<file path="config.mk">
export PLATFORM = sky130hd
export DESIGN_NAME = pt_flt_decoder_flat
export DESIGN_NICKNAME = d
export VERILOG_FILES = /design/src/rtl/pt_flt_pkg.sv /design/src/rtl/pt_flt_decoder_if.sv /design/src/rtl/pt_flt_decoder_frac_digit_step.sv /design/src/rtl/pt_flt_decoder.sv /design/src/flat_wrapper.sv
export SDC_FILE = /design/constraint.sdc
export NUM_CORES = 1
export LEC_CHECK = 0
export CAP_MARGIN = 20
export CORE_ASPECT_RATIO = 1.1
export CORE_MARGIN = 1
export CORE_UTILIZATION = 51
export DETAILED_ROUTE_END_ITERATION = 7
export PLACE_DENSITY = 0.76
export SYNTH_ARGS = -nofsm -noshare
export SYNTH_HDL_FRONTEND = slang
export SYNTH_HIERARCHICAL = 1
export SYNTH_SLANG_ARGS = --single-unit
</file>
<file path="constraint.sdc">
create_clock -name clk -period 3.07 [get_ports clk]
set_input_delay 0.614 -clock clk [delete_from_list [all_inputs] [get_ports clk]]
set_output_delay 0.614 -clock clk [all_outputs]
set_load 0.01 [all_outputs]
</file>
<file path="src/rtl/pt_flt_pkg.sv">
// Shared definitions for the pt_flt float word: opcode, field layout and the
// decoder state encoding. Imported by the CPU and by the decoder.
package pt_flt_pkg;

  localparam logic [3:0] PT_FLT_OPCODE = 4'b1101;

  localparam int FLT_BIAS  = 127;
  localparam int FLT_MAN_W = 7;
  localparam int FLT_EXP_W = 8;

  localparam int SIGN_BIT = 15;
  localparam int EXP_MSB  = 14;
  localparam int EXP_LSB  = 7;
  localparam int MAN_MSB  = 6;

  localparam int INT_W = 8;
  localparam int DEC_W = 10;

  typedef enum logic [2:0] {
    S_IDLE,
    S_UNPACK,
    S_ALIGN,
    S_DIGIT,
    S_DONE
  } state_t;

endpackage

</file>
<file path="src/rtl/pt_flt_decoder_if.sv">
// Start/busy/done handshake and result bus between the requester and the
// pt_flt decoder.
interface pt_flt_decoder_if;
  import pt_flt_pkg::*;

  logic                 start;
  logic [15:0]          flt_in;
  logic                 busy;
  logic                 done;
  logic [INT_W-1:0]     int_out;
  logic [FLT_MAN_W-1:0] frac_bin;
  logic [DEC_W-1:0]     frac_dec;
  logic                 sign_out;
  logic                 exp_err;
  logic                 zf;

  modport master (
    output start, flt_in,
    input  busy, done, int_out, frac_bin, frac_dec, sign_out, exp_err, zf
  );

  modport slave (
    input  start, flt_in,
    output busy, done, int_out, frac_bin, frac_dec, sign_out, exp_err, zf
  );

endinterface

</file>
<file path="src/rtl/pt_flt_decoder_frac_digit_step.sv">
// One decimal digit of a binary fraction: fr*10 by shift-add, the integer
// carry-out is the digit and the low bits are the remaining fraction.
module frac_digit_step #(
  parameter int MAN_W = 7
) (
  input  logic [MAN_W-1:0] fr,
  output logic [3:0]       digit,
  output logic [MAN_W-1:0] fr_next
);

  logic [MAN_W+3:0] fr_ext;
  logic [MAN_W+3:0] prod;

  assign fr_ext  = {4'b0000, fr};
  assign prod    = (fr_ext << 3) + (fr_ext << 1);
  assign digit   = prod[MAN_W+3:MAN_W];
  assign fr_next = prod[MAN_W-1:0];

endmodule

</file>
<file path="src/rtl/pt_flt_decoder.sv">
// Multi-cycle decoder for the pt_flt 16-bit float: integer part, binary
// fraction and truncated decimal fraction behind a start/busy/done handshake.
module pt_flt_decoder
  import pt_flt_pkg::*;
#(
  parameter int FRAC_DIGITS = 2,
  parameter int BIAS        = FLT_BIAS,
  parameter int MAN_W       = FLT_MAN_W
) (
  input  logic             clk,
  input  logic             rst_n,
  pt_flt_decoder_if.slave  bus
);

  localparam int WORK_W = MAN_W + INT_W;
  localparam logic [FLT_EXP_W-1:0] EXP_LO = BIAS[FLT_EXP_W-1:0];
  localparam logic [FLT_EXP_W-1:0] EXP_HI = EXP_LO + 8'd7;
  localparam logic [1:0] DIG_LAST = 2'(FRAC_DIGITS - 1);

  state_t               state;
  logic [15:0]          flt_q;
  logic [WORK_W-1:0]    work;
  logic [2:0]           cnt;
  logic [1:0]           dcnt;
  logic [MAN_W-1:0]     fr;
  logic [DEC_W-1:0]     dec;

  logic                 busy_q;
  logic                 done_q;
  logic [INT_W-1:0]     int_q;
  logic [MAN_W-1:0]     frac_bin_q;
  logic [DEC_W-1:0]     frac_dec_q;
  logic                 sign_q;
  logic                 exp_err_q;
  logic                 zf_q;

  logic [FLT_EXP_W-1:0] exp_f;
  logic [MAN_W-1:0]     man_f;
  logic [WORK_W-1:0]    work_sh;
  logic [3:0]           digit;
  logic [MAN_W-1:0]     fr_next;
  logic [DEC_W-1:0]     dec_next;

  assign exp_f    = flt_q[EXP_MSB:EXP_LSB];
  assign man_f    = flt_q[MAN_W-1:0];
  assign work_sh  = {work[WORK_W-2:0], 1'b0};
  assign dec_next = (dec << 3) + (dec << 1) + {{(DEC_W-4){1'b0}}, digit};

  frac_digit_step #(.MAN_W(MAN_W)) u_step (
    .fr      (fr),
    .digit   (digit),
    .fr_next (fr_next)
  );

  always_ff @(posedge clk or negedge rst_n) begin
    if (!rst_n) begin
      state      <= S_IDLE;
      flt_q      <= '0;
      work       <= '0;
      cnt        <= '0;
      dcnt       <= '0;
      fr         <= '0;
      dec        <= '0;
      busy_q     <= 1'b0;
      done_q     <= 1'b0;
      int_q      <= '0;
      frac_bin_q <= '0;
      frac_dec_q <= '0;
      sign_q     <= 1'b0;
      exp_err_q  <= 1'b0;
      zf_q       <= 1'b0;
    end else begin
      done_q <= 1'b0;
      case (state)
        S_IDLE: begin
          if (bus.start) begin
            flt_q  <= bus.flt_in;
            busy_q <= 1'b1;
            state  <= S_UNPACK;
          end
        end

        S_UNPACK: begin
          if (exp_f == '0 && man_f == '0) begin
            int_q      <= '0;
            frac_bin_q <= '0;
            frac_dec_q <= '0;
            sign_q     <= flt_q[SIGN_BIT];
            exp_err_q  <= 1'b0;
            zf_q       <= 1'b1;
            done_q     <= 1'b1;
            state      <= S_DONE;
          end else if (exp_f < EXP_LO || exp_f > EXP_HI) begin
            int_q      <= '0;
            frac_bin_q <= '0;
            frac_dec_q <= '0;
            sign_q     <= flt_q[SIGN_BIT];
            exp_err_q  <= 1'b1;
            zf_q       <= 1'b0;
            done_q     <= 1'b1;
            state      <= S_DONE;
          end else begin
            // Fixed point with MAN_W fraction bits; implicit leading one.
            work  <= {{(INT_W-1){1'b0}}, 1'b1, man_f};
            cnt   <= 3'(exp_f - EXP_LO);
            fr    <= man_f;
            dec   <= '0;
            dcnt  <= '0;
            state <= (exp_f == EXP_LO) ? S_DIGIT : S_ALIGN;
          end
        end

        S_ALIGN: begin
          work <= work_sh;
          cnt  <= cnt - 3'd1;
          if (cnt == 3'd1) begin
            fr    <= work_sh[MAN_W-1:0];
            state <= S_DIGIT;
          end
        end

        S_DIGIT: begin
          // work stays frozen here, so it still holds the aligned value.
          fr   <= fr_next;
          dec  <= dec_next;
          dcnt <= dcnt + 2'd1;
          if (dcnt == DIG_LAST) begin
            int_q      <= work[WORK_W-1:MAN_W];
            frac_bin_q <= work[MAN_W-1:0];
            frac_dec_q <= dec_next;
            sign_q     <= flt_q[SIGN_BIT];
            exp_err_q  <= 1'b0;
            zf_q       <= 1'b0;
            done_q     <= 1'b1;
            state      <= S_DONE;
          end
        end

        S_DONE: begin
          busy_q <= 1'b0;
          state  <= S_IDLE;
        end

        default: begin
          busy_q <= 1'b0;
          state  <= S_IDLE;
        end
      endcase
    end
  end

  assign bus.busy     = busy_q;
  assign bus.done     = done_q;
  assign bus.int_out  = int_q;
  assign bus.frac_bin = frac_bin_q;
  assign bus.frac_dec = frac_dec_q;
  assign bus.sign_out = sign_q;
  assign bus.exp_err  = exp_err_q;
  assign bus.zf       = zf_q;

endmodule

</file>
<file path="src/flat_wrapper.sv">
// flat-port wrapper written by rule: the top's interface ports become plain ports
module pt_flt_decoder_flat import pt_flt_pkg::*;
#(
  parameter int FRAC_DIGITS = 2,
  parameter int BIAS        = FLT_BIAS,
  parameter int MAN_W       = FLT_MAN_W
)
  (clk, rst_n, bus_start, bus_flt_in, bus_busy, bus_done, bus_int_out, bus_frac_bin, bus_frac_dec, bus_sign_out, bus_exp_err, bus_zf);
  pt_flt_decoder_if bus_i ();
  input  logic clk;
  input  logic rst_n;
  input wire logic [$bits(bus_i.start)-1:0] bus_start;
  input wire logic [$bits(bus_i.flt_in)-1:0] bus_flt_in;
  output wire logic [$bits(bus_i.busy)-1:0] bus_busy;
  output wire logic [$bits(bus_i.done)-1:0] bus_done;
  output wire logic [$bits(bus_i.int_out)-1:0] bus_int_out;
  output wire logic [$bits(bus_i.frac_bin)-1:0] bus_frac_bin;
  output wire logic [$bits(bus_i.frac_dec)-1:0] bus_frac_dec;
  output wire logic [$bits(bus_i.sign_out)-1:0] bus_sign_out;
  output wire logic [$bits(bus_i.exp_err)-1:0] bus_exp_err;
  output wire logic [$bits(bus_i.zf)-1:0] bus_zf;
  assign bus_i.start = bus_start;
  assign bus_i.flt_in = bus_flt_in;
  assign bus_busy = bus_i.busy;
  assign bus_done = bus_i.done;
  assign bus_int_out = bus_i.int_out;
  assign bus_frac_bin = bus_i.frac_bin;
  assign bus_frac_dec = bus_i.frac_dec;
  assign bus_sign_out = bus_i.sign_out;
  assign bus_exp_err = bus_i.exp_err;
  assign bus_zf = bus_i.zf;
  pt_flt_decoder #(.FRAC_DIGITS(FRAC_DIGITS), .BIAS(BIAS), .MAN_W(MAN_W)) u_core (.clk(clk), .rst_n(rst_n), .bus(bus_i));
endmodule
</file>
* After elaboration in Yosys (flattened, before gate mapping)
Index checks and enable logic that the tools add are counted.
Widths: inputs -> output; s select.
** Operators by class
- Reduce and logical (&&, ||, !) cells :: 16
- Bitwise operators :: 1
- Equal/unequal tests :: 12
- Shift operators :: 0
- $add $sub $neg :: 6
- $lt $le $gt $ge :: 2
- Multipliers :: 0
- Multiplexer cells :: 52
- Divide/modulo/power cells :: 0
** Operators with widths (number)
- $mux 7 :: 6
- $mux 10 :: 3
- $mux 15 :: 2
- $pmux 15 s2 :: 1
- $mux 8 :: 3
- $mux 3 :: 7
- $pmux 7 s3 :: 1
- $pmux 10 s2 :: 1
- $mux 9 :: 2
- $pmux 9 s2 :: 1
- $pmux 8 s2 :: 1
- $pmux 7 s2 :: 1
- $mux 1 :: 13
- $pmux 3 s4 :: 1
- $reduce_and 3->1 :: 4
- $add 10x8->11 :: 1
- $add 10x10->10 :: 1
- $add 10x4->10 :: 1
- $pmux 1 s2 :: 5
- $eq 8x7->1 const B :: 1
- $gt 8x8->1 const B :: 1
- $logic_not 8->1 :: 1
- $lt 8x7->1 const B :: 1
- $logic_not 7->1 :: 1
- other kinds (21) :: 29
** Word-level totals
- Bits of input ports :: 19
- RAM bits :: 0
- Register bits :: 85
- Memories kept :: 0
- Bits in latches :: 0
- Memory bits (read-only) :: 0
- Word-level logic and storage cells :: 104

* Depth between registers and ports, before layout
- Depth after elaboration :: 5
- Gate-level depth with buffers :: 15
- Depth with buffers taken out :: 15

* Modules after synthesis
The synthesis kept the hierarchy.
** Modules (own cells, without submodules)
- pt_flt_decoder :: times used 1, area an instance 4026.4 sq um, cells each 346
- frac_digit_step :: times used 1, area an instance 261.5 sq um, cells each 34

* Least setup slack after synthesis
No wires, ideal clock.
- Path kind :: register -> register
- Start point :: register u_core.fr[2]
- End point :: register u_core.dec[8]
- Data required time :: 2940 ps
- Stages on the path, launching flop included :: 16
- Setup time :: 130 ps
- Setup slack :: -206 ps
- Arrival :: 3146 ps
- Path through :: dfrtp_1 -> ha_1 -> inv_1 -> fa_1 -> nor2b_1 -> o2111ai_1 -> nand3_1 -> xor2_1 -> ha_1 -> ha_1 -> fa_1 -> a211oi_1 -> o21bai_1 -> a21oi_1 -> xor2_1 -> o21ai_0
** Between the ends
- Longest elaborated chain between the ends :: 3
** Ends and longest elaborated chain
- start, declared :: line pt_flt_decoder.sv:25 : logic [MAN_W-1:0] fr;
- start signal, assigned :: line pt_flt_decoder.sv:106 : fr <= man_f;
- start signal, assigned :: line pt_flt_decoder.sv:117 : fr <= work_sh[MAN_W-1:0];
- start signal, assigned :: line pt_flt_decoder.sv:124 : fr <= fr_next;
- $add 10x8->11 :: line pt_flt_decoder_frac_digit_step.sv:15 : assign prod = (fr_ext << 3) + (fr_ext << 1);
- via u_core.digit[2] :: line pt_flt_decoder.sv:40 : logic [3:0] digit;
- $add 10x4->10 :: line pt_flt_decoder.sv:47 : assign dec_next = (dec << 3) + (dec << 1) + {{(DEC_W-4){1'b0}}, digit};
- $pmux 9 s2 :: line pt_flt_decoder.sv:74 : case (state)
- end signal, assigned :: line pt_flt_decoder.sv:125 : dec <= dec_next;
- end, declared :: line pt_flt_decoder.sv:26 : logic [DEC_W-1:0] dec;
The timed path passes the listed nets, and every way through them passes these cells.
A chain may end at the register's enable or synchronous reset.

* Worst setup path in the final report
- Start point :: register u_core.fr[2]
- End point :: register u_core.frac_dec_q[8], in the netlist u_core/bus.frac_dec[8]
** Between the ends
- Longest elaborated chain between the ends :: 4
** Ends and longest elaborated chain
- $add 10x8->11 :: line pt_flt_decoder_frac_digit_step.sv:15
- via u_core.digit[2] :: line pt_flt_decoder.sv:40
- $add 10x4->10 :: line pt_flt_decoder.sv:47
- $mux 10 :: line pt_flt_decoder.sv:127 : if (dcnt == DIG_LAST) begin
- $pmux 10 s2 :: line pt_flt_decoder.sv:74
- end signal, assigned :: line pt_flt_decoder.sv:130 : frac_dec_q <= dec_next;
- end, declared :: line pt_flt_decoder.sv:32 : logic [DEC_W-1:0] frac_dec_q;
The timed path passes the listed nets, and every way through them passes these cells. The select of a mux whose other input is x is not followed.

==> flow_summary.toml <==
[finish]
final_net_count = 495
drive_gt1_share_pct = 21.68
regArea_um2 = 2128
area_growth_pct = 23.84
multi_input_area_um2 = 2113
n_fill_cell = 624
n_antenna_cell = 0

[die]
io_pins = 49
dieArea_um2 = 8779
core-area_um2 = 8040
core.rowCount = 34
dieWidth_um = 89.43
initial_core_util_pct = 53.33
die_h_um = 98.17

[synthesis]
synth_commonest_cells = "85 x dfrtp_1, 49 x nand2_1, 35 x o21ai_0"
synth-edff-count = 0
synth-seq-cells = 85
synthCells = 380
synthesis.area_um2 = 4288
synth_top_area_cell = "dfrtp_1"
synth_warnings = 6
async_flop_share_pct = 100.0
yosysMostFrequentCell = "dfrtp_1"
synth_cell_types = 51
synth_flop_cell = "dfrtp_1"
synth_top_area_share_pct = 49.61
synth_area_leaders = "dfrtp_1 50%, ha_1 7.3%, mux2_2 6.8%"
yosysSeqAreaShare_pct = 49.61
syn_nets = 427
avgSynthCellArea_um2 = 11.28

[sta]
max_slew.worst_pin.slew_ps = 765.9
setup_viol = 9
fmax_ghz = 0.3122
slew_violations = 0
rsz0062_at_grt = "yes"
finalClockSkew_ps = 14.62
setup_slack_ps = -132.9
finalCritPeriodShare_pct = 104.3
relSlewSlack_pct = 48.94
min_period_ps = 3203
hold_violations = 0
whs_ps = 204.3

[run_status]
violations = "negative setup slack"
status = "complete, but fails checks"

[drt]
postRouteAntennaNets = 0
post-route-drc-count = 0
drt_iter0_drc = 114
wl_um = 9260
viasPerCell = 5.695
vias = 3189
wl_per_cell_um = 16.54
firstDrtPassIters = 4

[worst_setup_path]
crit_slowest_cell = "dfrtp_2"
required_ps = 3300
reg2reg_to = "u_core/bus.frac_dec[8]$_DFFE_PN0P_"
crit_chain = "ha_4 -> inv_2 -> fa_2 -> nor2b_2 -> o2111ai_1 -> nand3_1 -> xor2_1 -> ha_1 -> ha_4 -> fa_2 -> a211oi_2 -> o21bai_1 -> a21oi_1 -> xor2_1 -> o31ai_1"
rr_startpoint = "u_core/fr[2]$_DFFE_PN0P_"
cp_max_fo = 3
start_kind = "flop"
cp_top_family = "adder cells"
critical_path_class = "flop to flop"
cp.arrival_ps = 3430
slowest_delay_ps = 430
cp_num_buf_inv = 1
r2r_cells = 15
ff2ff_setup_slack_ps = -130
critPathCaptureType = "flop"

[clocking]
cts.path.max_buffers = 2
worstSkewPairLatency_ps = 360
clk_pin_slew_ps = 90
cts.htree.levels = 3
numCtsBuffers = 9
cts_tree = "done"
cts.sinks = 85
cts-root-buf = "clkbuf_8"

[power_and_ir_drop]
total_leakage_power_uw = 0.002411
irDropWorstVdd_mv = 0.4678
powerDensity_nw_per_um2 = 816.5
power_uw = 4336

[grt]
grt_pass1_vias = 3151
grt_pass1_wl_um = 15280
overflow = 0
grt_util_all_layers_pct = 22.94
grt_start_max_net_pins = 41
grt_antenna_before_repair = 0

[run]
cap_viol_max_count = 0

[placement]
numPortBuffers = 48
place_congestion = 0.8104
dp_hpwl_um = 6551
pre_cts_slack_ps = -187.1

[worst_hold_path]
min_path_type = "primary input to async pin"
-- layer usage --
metal | GRT usage (%) | wire length (um) | vias up
met2 | 36.93 | 4634 | 72
li1 | - | - | 1492
met1 | 31.19 | 4160 | 1608
met4 | 8.425 | 178 | 0
met5 | 0 | 0 | -
met3 | 3.550 | 286 | 17
-- layout by cell type, fill, tap and decap left out, types with 2 or more instances in the layout --
master and n:
a211oi_2 5, a21o_1 8, a21oi_1 4, a22o_1 24, buf_4 27, clkbuf_8 9, clkdlybuf4s50_1 47, clkinvlp_4 2
dfrtp_1 84, fa_2 2, ha_1 21, ha_4 4, inv_1 15, inv_2 2, mux2_2 24, mux2_4 2
mux2i_1 14, nand2_1 49, nand2b_1 2, nand3_1 3, nand4_1 2, nor2_1 10, o211ai_1 2, o21ai_0 31
o21ai_1 3, o21ai_2 2, o21bai_1 3, o31ai_1 4, xnor2_1 7, xor2_1 5
-- worst reg2reg max path: stages, from the launching register on --
cell and delay (ps):
dfrtp_2 430, ha_4 150, inv_2 40, fa_2 340, nor2b_2 130, o2111ai_1 110
nand3_1 100, xor2_1 160, ha_1 270, ha_4 180, fa_2 340, a211oi_2 230
o21bai_1 90, a21oi_1 160, xor2_1 250, o31ai_1 100
-- area by class of cell --
class                           instances  share of cell area (%)
Inverter                               17                   1.202
Multi-Input combinational cell        259                   39.80
Clock buffer                           10                   2.403
Tap cell                              108                   2.545
Sequential cell                        85                   40.08
Timing Repair Buffer                   76                   13.27
Clock inverter                          5                  0.7069
-- registers in the layout, indices dropped and copies added, names as in the netlist --
name	count
u_core/bus.int_out	8
u_core/state	3
u_core/fr	7
u_core/work	15
u_core/bus.frac_dec	10
u_core/dcnt	2
u_core/flt_q	16
u_core/dec	9
u_core/bus.exp_err	1
u_core/bus.frac_bin	7
u_core/cnt	3
u_core/bus.busy	1
u_core/bus.zf	1
u_core/bus.done	1
u_core/bus.sign_out	1
-- worst max path at each step --
stage | startpoint | end | cells after the start
floorplan | u_core/fr[2]$_DFFE_PN0P_ | u_core/bus.frac_dec[8]$_DFFE_PN0P_ | 15
global placement | u_core/fr[2]$_DFFE_PN0P_ | u_core/bus.frac_dec[8]$_DFFE_PN0P_ | 15
detailed placement | u_core/fr[2]$_DFFE_PN0P_ | u_core/bus.frac_dec[8]$_DFFE_PN0P_ | 15
CTS | u_core/fr[2]$_DFFE_PN0P_ | u_core/bus.frac_dec[8]$_DFFE_PN0P_ | 15
global route | u_core/fr[2]$_DFFE_PN0P_ | u_core/bus.frac_dec[8]$_DFFE_PN0P_ | 15
finish | u_core/fr[2]$_DFFE_PN0P_ | u_core/bus.frac_dec[8]$_DFFE_PN0P_ | 15
-- stage by stage --
| step | cells | utilization [%] | instance area [um2] | TNS (ps) |
|---|---|---|---|---|
| finish | 560 | 66.04 | 5310 | -775.3 |
| global route | 560 | 66.04 | 5310 | -2362 |
| CTS | 556 | 65.09 | 5234 | -613.8 |
| detailed placement | 538 | 62.26 | 5006 | -691.0 |
| global placement | 538 | 62.26 | 5006 | -272.2 |
| floorplan | 380 | - | 4318 | -6.229 |
-- repair_timing --
action	CTS	global route
resized for setup	8	10
pin swaps	9	20
hold endpoints to repair	0	0
setup endpoints to repair	9	11
buffers inserted	3	5
hold buffers	0	0
-- cell families after synthesis --
logic type                 Yosys count  share of synthesized area [%]
DFF                                 85                          49.61
muxes                               40                          10.10
and+or+nand+nor                     79                          8.696
xor gates and xnor gates            13                          2.655
AOI/OAI and AO/OA                   98                          16.60
other                                1                        0.08746
adders and majority gates           28                          8.696
buffers and inverters               36                          3.560
-- power breakdown --
| group | switching (uW) | total [uW] | leakage [uW] | internal [uW] |
|---|---|---|---|---|
| clock network | 402 | 694 | 0.0000787 | 293 |
| registers | 331 | 1750 | 0.00111 | 1420 |
| logic | 913 | 1890 | 0.00122 | 980 |
| total | 1650 | 4340 | 0.00241 | 2690 |
(Power assumes the default switching activity.)
==> patch 1 (same settings) <==
The package constant `DEC_W` goes from 10 to 20.
--- a/src/rtl/pt_flt_pkg.sv
+++ b/src/rtl/pt_flt_pkg.sv
@@ -14,7 +14,7 @@
   localparam int MAN_MSB  = 6;
 
   localparam int INT_W = 8;
-  localparam int DEC_W = 10;
+  localparam int DEC_W = 20;
 
   typedef enum logic [2:0] {
     S_IDLE,
Ports: changed (resized bus_frac_dec); port bits go from 49 to 59. The function was not compared with the original's and may differ.
==> patch 1 against the unedited design <==
- the run still ends with negative setup slack left
- design area rose by 37%
- clock power rose by 60%
- synthesized cell count rose by 52%
- area after synthesis rose by 35%
- highest routed layer unchanged
- setup slack got worse by 0.57 ns
- largest cell class is now multi-input gates
- power rose by 13%
- routed wire length rose by 47%
- sequential cell count rose by 20
- sequential power rose by 14%
==> patch 1: results (changes against the unedited design) <==
Outcome
  • Status: complete, but fails checks (unchanged)
  • Failing checks: negative setup slack (unchanged)

Route
  • Vias after detailed routing: 4697 (was 3189)
  • Drt initial violations: 170 (was 114)
  • Total wire length: 13600 µm (was 9260 µm)

Placement
  • Routability cong.: 0.894 (was 0.810)
  • Placed cells: 783 (was 538)
  • Worst slack, placed: -0.675 ns (was -0.187 ns)
  • HPWL Detailed: 9460 µm (was 6550 µm)

Synthesis
  • Synth area leaders: dfrtp_1, ha_1, nand2_1 (was dfrtp_1, ha_1, mux2_2)
  • Mapped Nets: 643 (was 427)
  • Post-Syn Instances: 576 (was 380)
  • Synth cell types: 60 (was 51)
  • Post-synth top cells: dfrtp_1, nand2_1, ha_1 (was dfrtp_1, nand2_1, o21ai_0)
  • Part of the Yosys area used for sequential elements: 45.4% (was 49.6%)

Worst setup path
  • CP arrival: 4.07 ns (was 3.43 ns)
  • CP Launch Type: flop (unchanged)
  • Worst path slowest cell: fa_1 (was dfrtp_2)
  • Worst r2r dst: u_core/bus.frac_dec[18]$_DFFE_PN0P_ (was u_core/bus.frac_dec[8]$_DFFE_PN0P_)
  • Crit path max fanout: 8 (was 3)
  • Critical Path Max Stage Delay: 0.49 ns (was 0.43 ns)

Global route
  • GRT Util Overall: 24.0% (was 22.9%)
  • Largest net degree at the start of global routing: 62 (was 41)
  • Vias in the first global route: 4758 (was 3151)

Finish
  • Nets@finish: 728 (was 495)
  • Number of flip-flops under the largest register name: 20 (was 16)
  • Filler cells: 858 (was 624)
  • Util after Layout: 66.0% (about the same)

Timing
  • Clock skew: 0.0135 ns (was 0.0146 ns)
  • # setup viols final: 25 (was 9)
  • Max-slew headroom: 50.9% (was 48.9%)
  • Final WS setup: -0.699 ns (was -0.133 ns)

Power
  • Peak VDD IR: 0.508 mV (was 0.468 mV)
[patch 1: cell count changes in the layout (fill, tap and decap cells not counted), moves of 13 or more]
cell,change
a21oi_1,+15
buf_4,+17
nand2_1,+35
dfrtp_1,+19
nor2_1,+13
ha_1,+19
[patch 1: repair_timing]
action                                 CTS  global route
gates resized for setup                 14            30
setup buffers                            8             7
pin swaps                                6            15
endpoints found under the hold margin    0             0
setup endpoints to repair               24            29
[patch 1: cells by family after synthesis]
| family | count (synthesis) | share of synthesized area, % |
|---|---|---|
| AND/OR/NAND/NOR | 172 | 13.7 |
| AO/OA/AOI/OAI | 140 | 16.3 |
| flip-flops | 105 | 45.4 |
| buffers and inverters | 55 | 4.23 |
| adder cells (fa/ha/maj) | 48 | 10.8 |
| multiplexers | 37 | 6.89 |
| XOR/XNOR | 18 | 2.72 |
| other | 1 | 0.0647 |
[patch 1: final cells by class]
class / instances / share of cell area, %
multi-input combinational: 416 / 43.2
inverter: 25 / 1.29
timing repair buffer: 104 / 13.0
clock buffer: 10 / 3.15
clock inverter: 6 / 0.688
sequential: 105 / 36.2
tap: 147 / 2.53
[patch 1: where the power goes]
group	internal, mW	leakage [nW]	switching, mW	total (mW)
Sequential	1.67	1.39	0.321	1.99
Clock	0.561	0.130	0.546	1.11
Combinational	0.900	1.92	0.884	1.78
[patch 1: layer usage]
layer	vias up	track usage [%]	routed length, µm	share of wire (%)
met5	-	0	0	0
met4	0	11.9	401	2.9
met3	30	5.14	508	3.7
met2	112	41.2	6880	51
met1	2324	28.8	5810	43
li1	2231	-	-	-
==> patch 2 (same settings) <==
Without the edit above. Make the reset (`rst_n`) synchronous in one clocked block.
--- a/src/rtl/pt_flt_decoder.sv
+++ b/src/rtl/pt_flt_decoder.sv
@@ -52,7 +52,7 @@
     .fr_next (fr_next)
   );
 
-  always_ff @(posedge clk or negedge rst_n) begin
+  always_ff @(posedge clk) begin
     if (!rst_n) begin
       state      <= S_IDLE;
       flt_q      <= '0;
Behaviour: differs if rst_n is asserted again (counterexample within 4 cycles, from zero or initial values and one cycle with rst_n low); with rst_n held inactive, the same outputs for 4 cycles.
==> patch 2 against the unedited design <==
- the run still ends with negative setup slack left
- worst hold slack improved by 0.27 ns
- die area about the same
- design area barely moved
- area after synthesis about the same
- count of clock-buffer cells in the layout is 1 lower
- sequential cell count unchanged
- setup slack worse by 0.050 ns
- synthesized cell count increased by 25%
- routed wire length up 5.0%
- critical path type unchanged
Power is not compared: it rests on default switching activity, and its combinational part moved more than twofold at a synthesized area within 25%.
==> patch 2: results (changes against the unedited design) <==
Synthesis
  • Mapped Nets: 523 (was 427)
  • Asr flop ratio synth: 0% (was 100%)
  • Part of the Yosys area used for sequential elements: 39.7% (was 49.6%)
  • Syn avg cell area: 9.01 µm² (was 11.3 µm²)
  • Post-synth top cells: dfxtp_1, nand2_1, nor2b_1 (was dfrtp_1, nand2_1, o21ai_0)
  • Post-synth top flop: dfxtp_1 (was dfrtp_1)
  • Synth cell types: 55 (was 51)
  • Synth area leaders: dfxtp_1, ha_1, mux2i_1 (was dfrtp_1, ha_1, mux2_2)

Outcome
  • Status: complete, but fails checks (unchanged)
  • Failing checks: negative setup slack (unchanged)

Finish
  • Number of flip-flops under the largest register name: 16 (unchanged)
  • Share of layout cells above drive strength 1: 13.5% (was 21.7%)
  • Filler cells: 653 (was 624)
  • Nets@finish: 581 (was 495)

Route
  • Vias after detailed routing: 3548 (was 3189)
  • WL met1: 4380 µm (was 4160 µm)
  • Met3 wire len: 358 µm (was 286 µm)
  • Total wire length: 9720 µm (was 9260 µm)
  • Drt initial violations: 174 (was 114)
  • Met2 wire length: 4790 µm (was 4630 µm)
  • Via/cell ratio: 5.48 (was 5.69)

Min path
  • Hold Path Cell Cnt: 2
  • Worst Hold Class: flop to flop (was primary input to async pin)
  • WHS Endpoint: u_core/work[13]$_SDFFE_PN0P_

Worst setup path
  • Crit path max fanout: 3 (unchanged)
  • Worst R2R Start: u_core/fr[2]$_SDFFE_PN0P_ (was u_core/fr[2]$_DFFE_PN0P_)
  • Worst reg-to-reg path cell count: 16 (was 15)
  • CP arrival: 3.52 ns (was 3.43 ns)
  • Worst r2r dst: u_core/dec[8]$_SDFFE_PN0P_ (was u_core/bus.frac_dec[8]$_DFFE_PN0P_)

Global route
  • First-pass GRT wire length: 16300 µm (was 15300 µm)
  • Met2 Use GR: 39.3% (was 36.9%)
  • GRT Util Overall: 23.9% (was 22.9%)
  • Largest net degree at the start of global routing: 45 (was 41)
  • Met3 Usage GRT: 4.65% (was 3.55%)
  • Met1 Resource Use GR: 30.7% (was 31.2%)
  • Vias in the first global route: 3437 (was 3151)
  • Initial antenna violation count: 0 (unchanged)

Clock tree
  • Clock Root Buffer: clkbuf_8 (unchanged)
  • Hold_buf cts: 0 (unchanged)
  • CTS buffer count: 9 (unchanged)
  • CTS max path bufs: 2 (unchanged)
  • Clk slew on worst S/H paths: 0.09 ns (about the same)

Timing
  • Setup TNS: -0.676 ns (was -0.775 ns)
  • Pins over their slew limit: 0 (unchanged)
  • # setup viols final: 4 (was 9)
  • Max-slew headroom: 56.0% (was 48.9%)
  • Clock skew: 0.00796 ns (was 0.0146 ns)
  • Final WS setup: -0.182 ns (was -0.133 ns)

Power
  • Static Leakage: ~2.1 nW
  • Peak VDD IR: around 0.29 mV

Placement
  • HPWL Detailed: 6920 µm (was 6550 µm)
  • Routability cong.: 0.865 (was 0.810)
  • Placed cells: 624 (was 538)
patch 2: area by class of cell:
| class | count | area, µm² | share of cell area, % |
|---|---|---|---|
| Clock inverter | 7 | 104 | 1.95 |
| Clock buffer | 9 | 124 | 2.33 |
| Tap cell | 108 | 135 | 2.54 |
| Timing Repair Buffer | 81 | 727 | 13.7 |
| Multi-Input combinational cell | 338 | 2450 | 46.0 |
| Sequential cell | 85 | 1710 | 32.1 |
| Inverter | 19 | 71.3 | 1.34 |
patch 2: what timing repair did:
item,in CTS,in global routing
setup endpoints to repair,7,11
gates resized for setup,6,8
pin swaps,2,0
buffers inserted,6,0
patch 2: critical path, cell delays in order, from the launching register on:
cell,delay [ns]
dfxtp_4,0.39
ha_4,0.14
inv_2,0.04
fa_2,0.34
nor2b_2,0.13
o2111ai_1,0.11
nand3_1,0.12
xor2_1,0.16
ha_1,0.27
ha_4,0.18
fa_2,0.39
a211oi_2,0.24
o21bai_1,0.11
a21oi_2,0.15
buf_4,0.13
xnor2_1,0.06
a22o_1,0.20
patch 2: how the worst max path moves through the flow:
stage | from | end | slack, ns | cells past startpoint
after global routing | u_core/fr[2]$_SDFFE_PN0P_ | u_core/dec[8]$_SDFFE_PN0P_ | -0.35 | 16
after CTS | u_core/fr[2]$_SDFFE_PN0P_ | u_core/dec[8]$_SDFFE_PN0P_ | -0.17 | 16
final | u_core/fr[2]$_SDFFE_PN0P_ | u_core/dec[8]$_SDFFE_PN0P_ | -0.18 | 16
after floorplan | u_core/fr[2]$_SDFFE_PN0P_ | u_core/bus.frac_dec[8]$_SDFFE_PN0P_ | -0.08 | 15
after detailed placement | u_core/fr[2]$_SDFFE_PN0P_ | u_core/dec[8]$_SDFFE_PN0P_ | -0.18 | 16
after global placement | u_core/fr[2]$_SDFFE_PN0P_ | u_core/bus.frac_dec[8]$_SDFFE_PN0P_ | -0.1 | 15
patch 2: report_power, final:
| group | leakage, nW | switching [mW] | internal, mW |
|---|---|---|---|
| registers | 0.690 | 0.0286 | 1.12 |
| clock network | 0.115 | 0.439 | 0.470 |
| logic | 1.35 | 0.0888 | 0.0826 |
patch 2: cells by family after synthesis:
group	Yosys count	share of synthesized area [%]
simple gates	155	18.1
compound gates	118	19.8
flops	85	39.7
buf+inv	53	5.66
fa+ha+maj	28	8.69
mux	25	5.83
xor+xnor	11	2.25
other cells	1	0.0874
patch 2: stage by stage:
stage | power [mW] | area (µm²) | hold slack [ns] | setup slack (ns)
after floorplan | 1.29 | 4330 | 0.429 | -0.0824
after global placement | 1.35 | 4970 | 0.440 | -0.0979
after detailed placement | 1.35 | 4970 | 0.464 | -0.176
after CTS | 2.25 | 5260 | 0.477 | -0.171
after global routing | 2.32 | 5320 | 0.502 | -0.351
final | 2.23 | 5320 | 0.476 | -0.182
